**src/rtl/alu_pkg.sv**
```systemverilog
// Shared definitions for the sequential divider: FSM encoding and default width.
package alu_pkg;

    localparam int unsigned DEFAULT_WIDTH = 32;

    typedef enum logic [1:0] {
        IDLE = 2'd0,
        RUN  = 2'd1,
        DONE = 2'd2
    } state_t;

endpackage

```
**src/rtl/sub32.sv**
```systemverilog
// Combinational subtractor: diff = a - b, borrow set when b > a.
module sub32
    import alu_pkg::*;
#(
    parameter int unsigned W = DEFAULT_WIDTH + 1
) (
    input  logic [W-1:0] a,
    input  logic [W-1:0] b,
    output logic [W-1:0] diff,
    output logic         borrow
);

    assign {borrow, diff} = {1'b0, a} - {1'b0, b};

endmodule

```
**src/rtl/alu_div32.sv**
```systemverilog
// Unsigned restoring divider: one quotient bit per cycle, MSB first,
// with a one-cycle divide-by-zero shortcut.
module alu_div32
    import alu_pkg::*;
#(
    parameter int unsigned WIDTH = DEFAULT_WIDTH
) (
    input  logic             clk,
    input  logic             rst,
    input  logic             en,
    input  logic             start,
    input  logic [WIDTH-1:0] A,
    input  logic [WIDTH-1:0] B,
    output logic [WIDTH-1:0] Q,
    output logic [WIDTH-1:0] R,
    output logic             DZ,
    output logic             busy,
    output logic             done
);

    localparam int unsigned CW = $clog2(WIDTH) + 1;

    state_t           state;
    logic [CW-1:0]    cnt;
    logic [WIDTH-1:0] dvd;
    logic [WIDTH-1:0] rem;
    logic [WIDTH-1:0] div_b;

    logic [WIDTH:0]   shifted;
    logic [WIDTH:0]   diff;
    logic             borrow;
    logic [WIDTH-1:0] rem_next;
    logic [WIDTH-1:0] dvd_next;
    logic             diff_msb_unused;

    // Partial remainder gains the next dividend bit; quotient bits shift into dvd.
    assign shifted = {rem, dvd[WIDTH-1]};

    sub32 #(.W(WIDTH + 1)) u_sub (
        .a      (shifted),
        .b      ({1'b0, div_b}),
        .diff   (diff),
        .borrow (borrow)
    );

    // After a successful subtract the result is below the divisor, so the top bit is always zero.
    assign diff_msb_unused = diff[WIDTH];
    assign rem_next        = borrow ? shifted[WIDTH-1:0] : diff[WIDTH-1:0];
    assign dvd_next        = {dvd[WIDTH-2:0], ~borrow};

    always_ff @(posedge clk) begin
        if (rst) begin
            state <= IDLE;
            cnt   <= '0;
            dvd   <= '0;
            rem   <= '0;
            div_b <= '0;
            Q     <= '0;
            R     <= '0;
            DZ    <= 1'b0;
            busy  <= 1'b0;
            done  <= 1'b0;
        end else begin
            done <= 1'b0;
            case (state)
                IDLE: begin
                    if (en && start) begin
                        div_b <= B;
                        dvd   <= A;
                        rem   <= '0;
                        cnt   <= '0;
                        if (B == '0) begin
                            state <= DONE;
                            Q     <= '1;
                            R     <= A;
                            DZ    <= 1'b1;
                            done  <= 1'b1;
                        end else begin
                            state <= RUN;
                            busy  <= 1'b1;
                        end
                    end
                end
                RUN: begin
                    rem <= rem_next;
                    dvd <= dvd_next;
                    cnt <= cnt + CW'(1);
                    if (cnt == CW'(WIDTH - 1)) begin
                        state <= DONE;
                        busy  <= 1'b0;
                        done  <= 1'b1;
                        Q     <= dvd_next;
                        R     <= rem_next;
                        DZ    <= 1'b0;
                    end
                end
                DONE: begin
                    state <= IDLE;
                end
                default: begin
                    state <= IDLE;
                    busy  <= 1'b0;
                end
            endcase
        end
    end

endmodule

```
**config.mk**
```make
export PLATFORM = sky130hd
export DESIGN_NAME = alu_div32
export DESIGN_NICKNAME = d
export VERILOG_FILES = /design/src/rtl/alu_pkg.sv /design/src/rtl/sub32.sv /design/src/rtl/alu_div32.sv
export SDC_FILE = /design/constraint.sdc
export NUM_CORES = 1
export LEC_CHECK = 0
export BUFFER_PORTS_ARGS = -buffer_cell sky130_fd_sc_hd__buf_4
export CORE_ASPECT_RATIO = 1.5
export CORE_MARGIN = 8
export CORE_UTILIZATION = 40
export CTS_CLUSTER_SIZE = 14
export DETAILED_ROUTE_END_ITERATION = 10
export PLACE_DENSITY = 0.61
export SLEW_MARGIN = 10
export SYNTH_ARGS = -nofsm -noshare
export SYNTH_HDL_FRONTEND = slang
export SYNTH_SLANG_ARGS = --single-unit
```
**constraint.sdc**
```tcl
create_clock -name clk -period 3.2 [get_ports clk]
set_input_delay 0.64 -clock clk [delete_from_list [all_inputs] [get_ports clk]]
set_output_delay 0.64 -clock clk [all_outputs]
set_load 0.05 [all_outputs]
```
Yosys cells after proc, flatten, opt, wreduce, memory -nomap -nowiden
Index checks and enable logic that the tools add are counted.
{"block": "word_totals", "latch_bits": 0, "mem_bits_ro": 0, "mem_bits_rw": 0, "out_inout_bits": 67, "mem_count": 0, "in_bits": 68, "register_bits": 171, "wordCells": 60}
{"block": "op_classes", "mux": 30, "addsub": 2, "multipliers": 0, "n_lt_le_gt_ge": 0, "bitwise": 2, "reduce_logical": 9, "n_eq_ne": 7, "shift": 0, "div": 0}
{"cell": "$mux W32", "n": 9}
{"cell": "$pmux W32 S2", "n": 4}
{"cell": "$sub A33 B32 Y34", "n": 1}
{"cell": "$logic_not A32 Y1", "n": 1}
{"cell": "$pmux W6 S2", "n": 1}
{"cell": "$mux W1", "n": 8}
{"cell": "$ne A2 B2 Y1 const B", "n": 4}
{"cell": "$reduce_and A4 Y1", "n": 2}
{"cell": "$add A6 B1 Y6 const B", "n": 1}
{"cell": "$eq A6 B5 Y1 const B", "n": 1}
{"cell": "$mux W2", "n": 3}
{"cell": "$mux W6", "n": 1}
{"cell": "$reduce_and A2 Y1", "n": 3}
{"cell": "$pmux W1 S2", "n": 2}
{"cell": "$pmux W2 S2", "n": 1}
{"cell": "$pmux W1 S3", "n": 1}
{"cell": "$eq A2 B1 Y1 const B", "n": 1}
{"cell": "$eq A2 B2 Y1 const B", "n": 1}
{"cell": "$logic_not A2 Y1", "n": 1}
{"cell": "$not A1 Y1", "n": 2}
{"cell": "$reduce_bool A2 Y1", "n": 1}
{"cell": "$logic_and A1 B1 Y1", "n": 1}

Longest topological paths before layout
Gate-level depths: netlist (run 1).
{"block": "depth", "ltp_word": 4, "mapped_depth": 13, "ltp_nobuf": 13}

Cells and area by module
From an unflattened synthesis (run 1), not the netlist that was laid out.
{"block": "hier_totals", "hier_cells": 1165, "hier_area_um2": 9048.7}
{"mod": "alu_div32", "seq_area_each_um2": 3423.3, "instances": 1, "cells_each": 870, "area_per_inst_um2": 7021.7}
{"mod": "sub32", "seq_area_each_um2": 0.0, "instances": 1, "cells_each": 295, "area_per_inst_um2": 2026.9}

Worst setup path after synthesis (run 1)
OpenSTA, ideal clock, no wires.
{"block": "synth_timing", "kind": "register to register", "start": "register dvd[31]", "end": "register R[28]", "path_stages_with_launch": 14, "path_buffers": 0, "arrival_time_ps": 2441, "setup_time_ps": 88, "required_time_ps": 3112, "setup_slack_ps": 670, "synth_period_minus_slack_ps": 2530, "path_cell_list": "dfxtp_1 inv_1 ha_1 inv_1 fa_1 a21oi_1 o211ai_1 nand3_1 nand2_1 o21ai_2 o21ai_0 a311o_1 o211a_1 a311oi_2"}
{"block": "synth_between", "elab_chain_len": 4}
{"element": "start: declaration", "line_no": "alu_div32.sv:25", "text": "logic [WIDTH-1:0] dvd;"}
{"element": "start signal: assignment", "line_no": "alu_div32.sv:86", "text": "dvd <= dvd_next;"}
{"element": "$sub A33 B32 Y34", "line_no": "sub32.sv:13", "text": "assign {borrow, diff} = {1'b0, a} - {1'b0, b};"}
{"element": "$mux W32", "line_no": "alu_div32.sv:48", "text": "assign rem_next = borrow ? shifted[WIDTH-1:0] : diff[WIDTH-1:0];"}
{"element": "$mux W32", "line_no": "alu_div32.sv:88", "text": "if (cnt == CW'(WIDTH - 1)) begin"}
{"element": "$pmux W32 S2", "line_no": "alu_div32.sv:65", "text": "case (state)"}
{"element": "end signal: assignment", "line_no": "alu_div32.sv:93", "text": "R <= rem_next;"}
{"element": "end: declaration", "line_no": "alu_div32.sv:15", "text": "output logic [WIDTH-1:0] R,"}
No other way between the ends. The select of a mux whose other input is x is not followed.
A chain may end at the register's enable or synchronous reset.

Worst setup path after layout (run 1)
Ends and elaborated chain as after synthesis.

==> flow_results.org, run 1 <==
** Clock network
- Maximum level of the CTS H-tree :: 4
- Quantity of gates resized following cts :: 0
- The root buffer cell chosen for the clock tree is clkbuf_16.
- Count of clock tree sinks :: 171
- The later pin in the worst-skew pair is clocked with a latency of 0.43 ns.
- CTS tree :: built
- The number of clock buffers added by TritonCTS is 17.
- Post-CTS Setup Bufs :: 0
- Clock transition at the register clock pins on the worst setup and hold paths after CTS :: 0.07 ns
- In this run the deepest clock path goes through 2 buffers.
- The number of hold buffers added after CTS was 0.

** Timing
- Worst hold-check slack :: 0.452 ns
- Setup repair after global routing left no endpoint under its margin.
- Worst clock skew :: 0.00857 ns
- Counting I/O delays and the setup requirement, the final critical path takes 2.97 ns.
- Slew of the pin with the lowest slew margin :: 0.777 ns
- Setup violations remaining at the end of the flow were counted as 0.
- Dividing the final minimum period by the clock period gives 92.7%.
- The max-slew violation count was 0.
- The final-report hold violation count was 0.
- Slew margin rel. :: 48.2%
- In the final timing run, aggregate negative setup slack is 0 ns.
- For this run, the top clock speed supported by timing is 337 MHz.

** GRT
- Global routing used 21.9% of the available met1 tracks.
- Largest net degree at the start of global routing :: 65
- Met2 Use GR :: 31.8%
- The first global-routing pass estimated 39000 um of wire.
- The global routing stage identified its most utilized layer as met2.
- For met3 alone, demand over resource in global routing was 3.69%.
- Number of antenna violations at the first check in global routing :: 0
- The number of global-route vias before repair is 7409.
- For this run the aggregate overflow at the end of global routing stands at 0.
- Global routing usage summed across all routing layers :: 18.5%

** Detailed routing
- DRC violation count after routing :: 0
- Across all layers, the routed design uses 7852 vias.
- Pre-antenna DRT Iters :: 5
- In the final routed layout, each cell accounts on average for 16.8 um.
- Post-detailed-routing wire length :: 24600 um
- First-iteration detailed-routing DRC count :: 541
- Via/cell ratio :: 5.35
- The count of nets left with antenna violations once routing finished came out at 0.

** Placement
- Weighted congestion reported at the end of routability-driven placement :: 0.899
- Detailed-placement wirelength estimate :: 18800 um
- Once placement finished, the instance area stood at 9900 um^2.
- During placement, the flow inserted port buffers numbering 134.

** Final layout
- After the last flow step, the layout net total stands at 1288.
- Number of inserted filler cells in the final layout :: 2113
- Design Area, Final :: 10500 um^2
- Proportion of layout cells with a drive suffix above 1 :: 19.7%
- The number of antenna diodes in the final layout is 0.
- Signed area change from the synthesized netlist to the final layout :: 23.9%

** Yosys
- Post-synth top flop :: dfxtp_1
- Number of warning messages in the yosys log :: 0
- The number of nets in the synthesized netlist is 1172.
- In this run the biggest area consumer among cell types represents 40.3% of the synthesized area.
- Distinct cell type count after synthesis :: 58
- Sequential element share of the synthesized area :: 40.3%
- Top cell type by total area after synthesis :: dfxtp_1
- The synthesized netlist occupies a cell area of 8490 um^2.
- Fraction of synthesis flops using an asynchronous set or reset pin :: 0%
- In this run, synthesis inferred 0 flip-flops with an integrated enable.
- Gate count after technology mapping :: 1070
- Post-Syn Area per Cell :: 7.94 um^2
- Largest cells by area after synthesis :: dfxtp_1 40%, nor2_1 8.1%, nand2_1 6.9%
- After synthesis the netlist holds a flip-flop and latch count of 171.

** Die
- The region available for standard cell placement spans 21000 um^2.
- The die covers 26200 um^2.
- Starting Density :: 40.5%
- The die is 194 um tall.
- From left edge to right edge, the die measures 135 um.
- Number of primary I/O pins :: 135
- Row count :: 65

** Run status
- Outcome :: finished, final reports clean

** Critical path
- Setup slack of the worst register-to-register path :: 0.23 ns
- Setup CP Type :: register to register
- Startpoint type of the worst setup path :: register
- Critical Path RT :: 3.54 ns
- Critical Path End Type :: register
- Worst path arrival time :: 3.31 ns
- Max FO, Critical Path :: 3

** Pwr
- In this run switching power makes up 35.6% of total power.
- The analysis attributes to net switching a power of 2640 uW.
- Power share of the clock group :: 29.2%
- IR analysis of the VDD net gives a maximum drop of 0.000377 V.
- In this run, the combinational gates consume 38.7% of the power.
- The share of total power dissipated in sequential elements is 32.1%.
- Summed over all cells, the static leakage comes to 0.00427 uW.
- Total power per unit cell area :: 706 nW/um^2
- Internal power comes to 4780 uW.

** Min path
- Worst hold path type :: register to register

** Job
- The tool flagged a number of max-cap violations equal to 0.
==> metrics by stage <==
stage	utilization [%]	power (uW)	worst slack [ns]	cells
2_1_floorplan	-	4560	0.670	1070
3_3_place_gp	47.2	5270	0.261	1435
3_5_place_dp	47.2	5280	0.221	1435
4_1_cts	50.1	7470	0.287	1467
5_1_grt	50.1	7870	0.0317	1467
6_report	50.1	7420	0.234	1467
==> cells in the mapped netlist (2+ instances only) <==
library cell  number
a211oi_1          41
a21o_1            20
a21oi_1          101
a221oi_1           4
a222oi_1           4
a22oi_1           19
a22oi_2            7
a311oi_1          23
a311oi_2           9
a31oi_1            4
and2_1             4
and3_1             8
buf_1              8
buf_2             14
buf_4              2
buf_6              4
clkbuf_1          47
dfxtp_1          171
ha_1              33
inv_1             42
nand2_1          155
nand2b_1           6
nand3_1           13
nand3b_1           3
nand4_1            7
nor2_1           184
nor2b_1            2
nor3_1             8
nor4_1            38
o211ai_1           5
o21a_1             7
o21ai_0           15
o21ai_1            3
o21bai_1           7
o31ai_1            2
or3_1              2
xnor2_1           18
xor2_1            10
==> layout by cell type (no fill, tap or decap), types with 17 or more instances in the layout <==
cell type / instances
a211oi_1: 41
a21o_1: 20
a21oi_1: 101
a22oi_1: 19
a311oi_1: 23
buf_4: 164
clkbuf_16: 17
dfxtp_1: 171
ha_1: 33
inv_1: 42
nand2_1: 155
nor2_1: 182
nor4_1: 38
xnor2_1: 18
==> sequential cells by signal, indices dropped and copies added (netlist names) <==
register / count
DZ: 1
Q: 32
state: 2
div_b: 32
busy: 1
cnt: 6
dvd: 32
done: 1
R: 32
rem: 32
==> worst paths after layout <==
check	cells past startpoint	startpoint	endpoint
hold reg to reg	2	div_b[23]	div_b[23]
setup / recovery	13	dvd[31]	R[28]
hold / removal	2	div_b[23]	div_b[23]
setup reg to reg	13	dvd[31]	R[28]
==> power by group through the flow <==
stage	Sequential [uW]	Clock, uW	Combinational, uW
4_1_cts	2380	2220	2860
3_3_place_gp	2430	0	2840
5_1_grt	2400	2300	3160
2_1_floorplan	2390	0	2170
3_5_place_dp	2430	0	2850
6_report	2380	2170	2870
==> cell families after synthesis <==
kind of cell	after synthesis	synth area share, %
simple gates	435	22.0
compound gates	285	23.9
flops	171	40.3
buf+inv	117	5.82
fa+ha+maj	34	5.10
xor+xnor	28	2.89
==> worst max-delay path: stages, from the launching register on <==
cell and delay, ns:
dfxtp_1 0.32, inv_1 0.05, ha_1 0.16, inv_1 0.05, fa_1 0.39, a21oi_1 0.25
o211ai_1 0.21, nand3_1 0.15, nand2_1 0.10, o21ai_2 0.18, o21ai_0 0.20, a311o_1 0.41
o211a_1 0.16, a311oi_2 0.23
==> layer usage <==
layer  wire [um]  part of all wire (%)
met1       10600                    43
met2       12100                    49
met3        1170                   4.8
met4         642                   2.6
met5           0                     0
==> cell type report <==
class	instances	area, um^2	share of cell area [%]
repair buffers	172	1390	13.2
clock buffers	20	457	4.34
flip-flops and latches	171	3420	32.5
well taps	268	335	3.19
inverters	42	158	1.50
multi-input cells	782	4590	43.7
clock inverters	12	161	1.53
No activity file was read; power rests on OpenSTA's default activity.
==> run 2: changes to the inputs <==
Settings changed: RECOVER_POWER set to 50.
==> flow_results.org, run 2 (synthesized netlist as in run 1, its figures left out) <==
** GRT
- Global routing consumed, on the met1 layer, 21.9% of the routing resources.
- The first global-routing pass estimated 39000 um of wire.
- GRT busiest layer :: met2
- Global routing used 18.5% of the available tracks across all layers.
- Summed over all layers, the global routing overflow is 0.
- Entering global routing, the biggest net connects 65 pins.
- Vias in the first global route :: 7409
- The initial antenna violation count came to 0.
- Met3 Track Usage GR :: 3.69%
- Met2 Use GR :: 31.8%

** Pwr
- For this design the ratio of total power to cell area is 724 nW/um^2.
- In this run the static leakage power is 0.00398 uW.
- VDD sags by at most 0.000379 V.

** Final layout
- Antenna diodes :: 0
- Final #Nets :: 1288
- FF+latch area :: 3420 um^2
- Proportion of layout cells with a drive suffix above 1 :: 13.8%
- Multi-input combinational cell area :: 4580 um^2
- Leaving out fill and tap cells, the most frequent cell in the layout is nor2_1.
- Core utilization of the finished layout :: 48.8%
- Signed area change from the synthesized netlist to the final layout :: 20.7%
- The filler cells instantiated in the layout total 2169.
- Number of non-filler instances in the completed layout :: 1467
- Leaving out fill and tap cells, the most frequent cells in the layout are 182 x nor2_1, 171 x dfxtp_1, 155 x nand2_1.

** Job
- Number of max-capacitance violations reported :: 1

** Die
- Die width :: 135 um
- Starting Density :: 40.5%
- Measured along the y axis, the die boundary spans 194 um.
- Pin placement for this block handled 135 I/O pins.
- Die area :: 26200 um^2
- Core Footprint :: 21000 um^2
- Row count :: 65

** Detailed routing
- First-iteration detailed-routing DRC count :: 502
- The first detailed-routing pass took 7 iterations.
- Via/cell ratio :: 5.36
- DRC violation count after routing :: 0
- Summing over every cut layer, the via total after detailed routing is 7857.
- Wirelength per Cell :: 16.8 um
- Post-detailed-routing wire length :: 24600 um
- Antenna-violating nets left :: 0

** Clock network
- Quantity of gates resized following cts :: 0
- The number of clock buffers added by TritonCTS is 17.
- The root buffer cell chosen for the clock tree is clkbuf_16.
- For the worst-skew pair, the clock arrives at the later sink with an insertion delay of 0.43 ns.
- Clock buffer depth :: 2
- Count of clock tree sinks :: 171
- Clock transition at the register clock pins on the worst setup and hold paths after CTS :: 0.07 ns
- The H-tree generated during clock tree synthesis spans 4 levels.
- CTS tree :: built
- The number of setup buffers added after CTS is 0.
- Buffers inserted to repair hold after CTS numbered 0.

** Timing
- Final Max Tran Viols :: 37
- Fmax achieved :: 336 MHz
- Setup violators final :: 0
- Slew margin rel. :: -14.5%
- Slew of the pin with the lowest slew margin :: 1.72 ns
- Clock skew on the completed layout was measured at 0.00990 ns.
- Unrepaired setup endpoints after global routing :: no
- Crit share post-route :: 92.9%
- On the final layout, the worst hold slack is 0.453 ns.
- In the final timing run, aggregate negative setup slack is 0 ns.
- Number of hold violations in the final report :: 0
- Time the final worst path needs with I/O delays and setup :: 2.97 ns

** Critical path
- Critical Path RT :: 3.54 ns
- Setup CP Type :: register to register
- The worst register-to-register path ends at R[28].
- Max FO, Critical Path :: 3
- Startpoint type of the worst setup path :: register
- The worst register-to-register path has a depth of 13.
- Worst path arrival time :: 3.31 ns
- The startpoint identified for the worst register-to-register timing path is dvd[31].
- Setup slack of the worst register-to-register path :: 0.23 ns
- STA classifies the critical path endpoint as a register.

** Placement
- Weighted congestion reported at the end of routability-driven placement :: 0.899
- Total placed cells including tap cells :: 1435
- During placement, the flow inserted port buffers numbering 134.
- Detailed placement finished with a half-perimeter wire length of 18800 um.

** Run status
- The flow ran to the end, but the final reports show violations.
- Violations in the final reports :: max-capacitance violations, max-slew violations

** Min path
- Origin of the worst min-delay path :: div_b[23]
- The worst hold path terminates at div_b[23].
- Hold-critical path depth :: 2
- Worst hold path type :: register to register
## run 2: cell types whose count changed in the layout (fill, tap and decap cells not counted)
cell,change
nor3_2,-1
nand2b_2,-1
nand2b_1,+1
nor3_1,+1
clkbuf_1,+68
clkbuf_2,+3
buf_4,-71
## run 2: report_power, final
part	total [uW]	switching (uW)	leakage, uW	internal (uW)
sequential	2380	117	0.00139	2270
clock	2170	887	0.000299	1280
combinational	2870	1640	0.00229	1230
## run 2: how the worst max path moves through the flow
stage          slack (ns)       to     start
5_1_grt              0.03  rem[27]  div_b[1]
2_1_floorplan        0.67    R[28]   dvd[31]
6_report             0.23    R[28]   dvd[31]
3_3_place_gp         0.26    R[18]     B[31]
3_5_place_dp         0.22     R[6]     B[31]
4_1_cts              0.29    R[23]  div_b[1]
## run 2: critical path, cell delays in order, from the launching register on
cell and delay [ns]:
dfxtp_1 0.32, inv_1 0.05, ha_1 0.16, inv_1 0.05, fa_1 0.39, a21oi_1 0.25, o211ai_1 0.21, nand3_1 0.15
nand2_1 0.10, o21ai_2 0.18, o21ai_0 0.20, a311o_1 0.41, o211a_1 0.16, a311oi_2 0.23
## run 2: metal layers
layer  share of wire [%]  up-vias
met5                   0        -
met4                 2.6        0
met3                 4.8       27
met2                  49      182
met1                  44     3644
li1                    -     4004
## run 2: layout make-up
cell class                 count  share of cell area [%]
sequential                   171                    33.4
timing repair buffer         172                    11.0
multi-input combinational    782                    44.7
tap                          268                    3.27
clock buffer                  20                    4.46
inverter                      42                    1.54
clock inverter                12                    1.58
## run 2: through the flow
stage / power [uW] / instance area, um^2 / setup slack (ns)
global route: 7860 / 10200 / 0.0317
CTS: 7470 / 10500 / 0.287
floorplan: 4560 / 8490 / 0.670
detailed placement: 5280 / 9900 / 0.221
finish: 7420 / 10200 / 0.228
global placement: 5270 / 9900 / 0.261
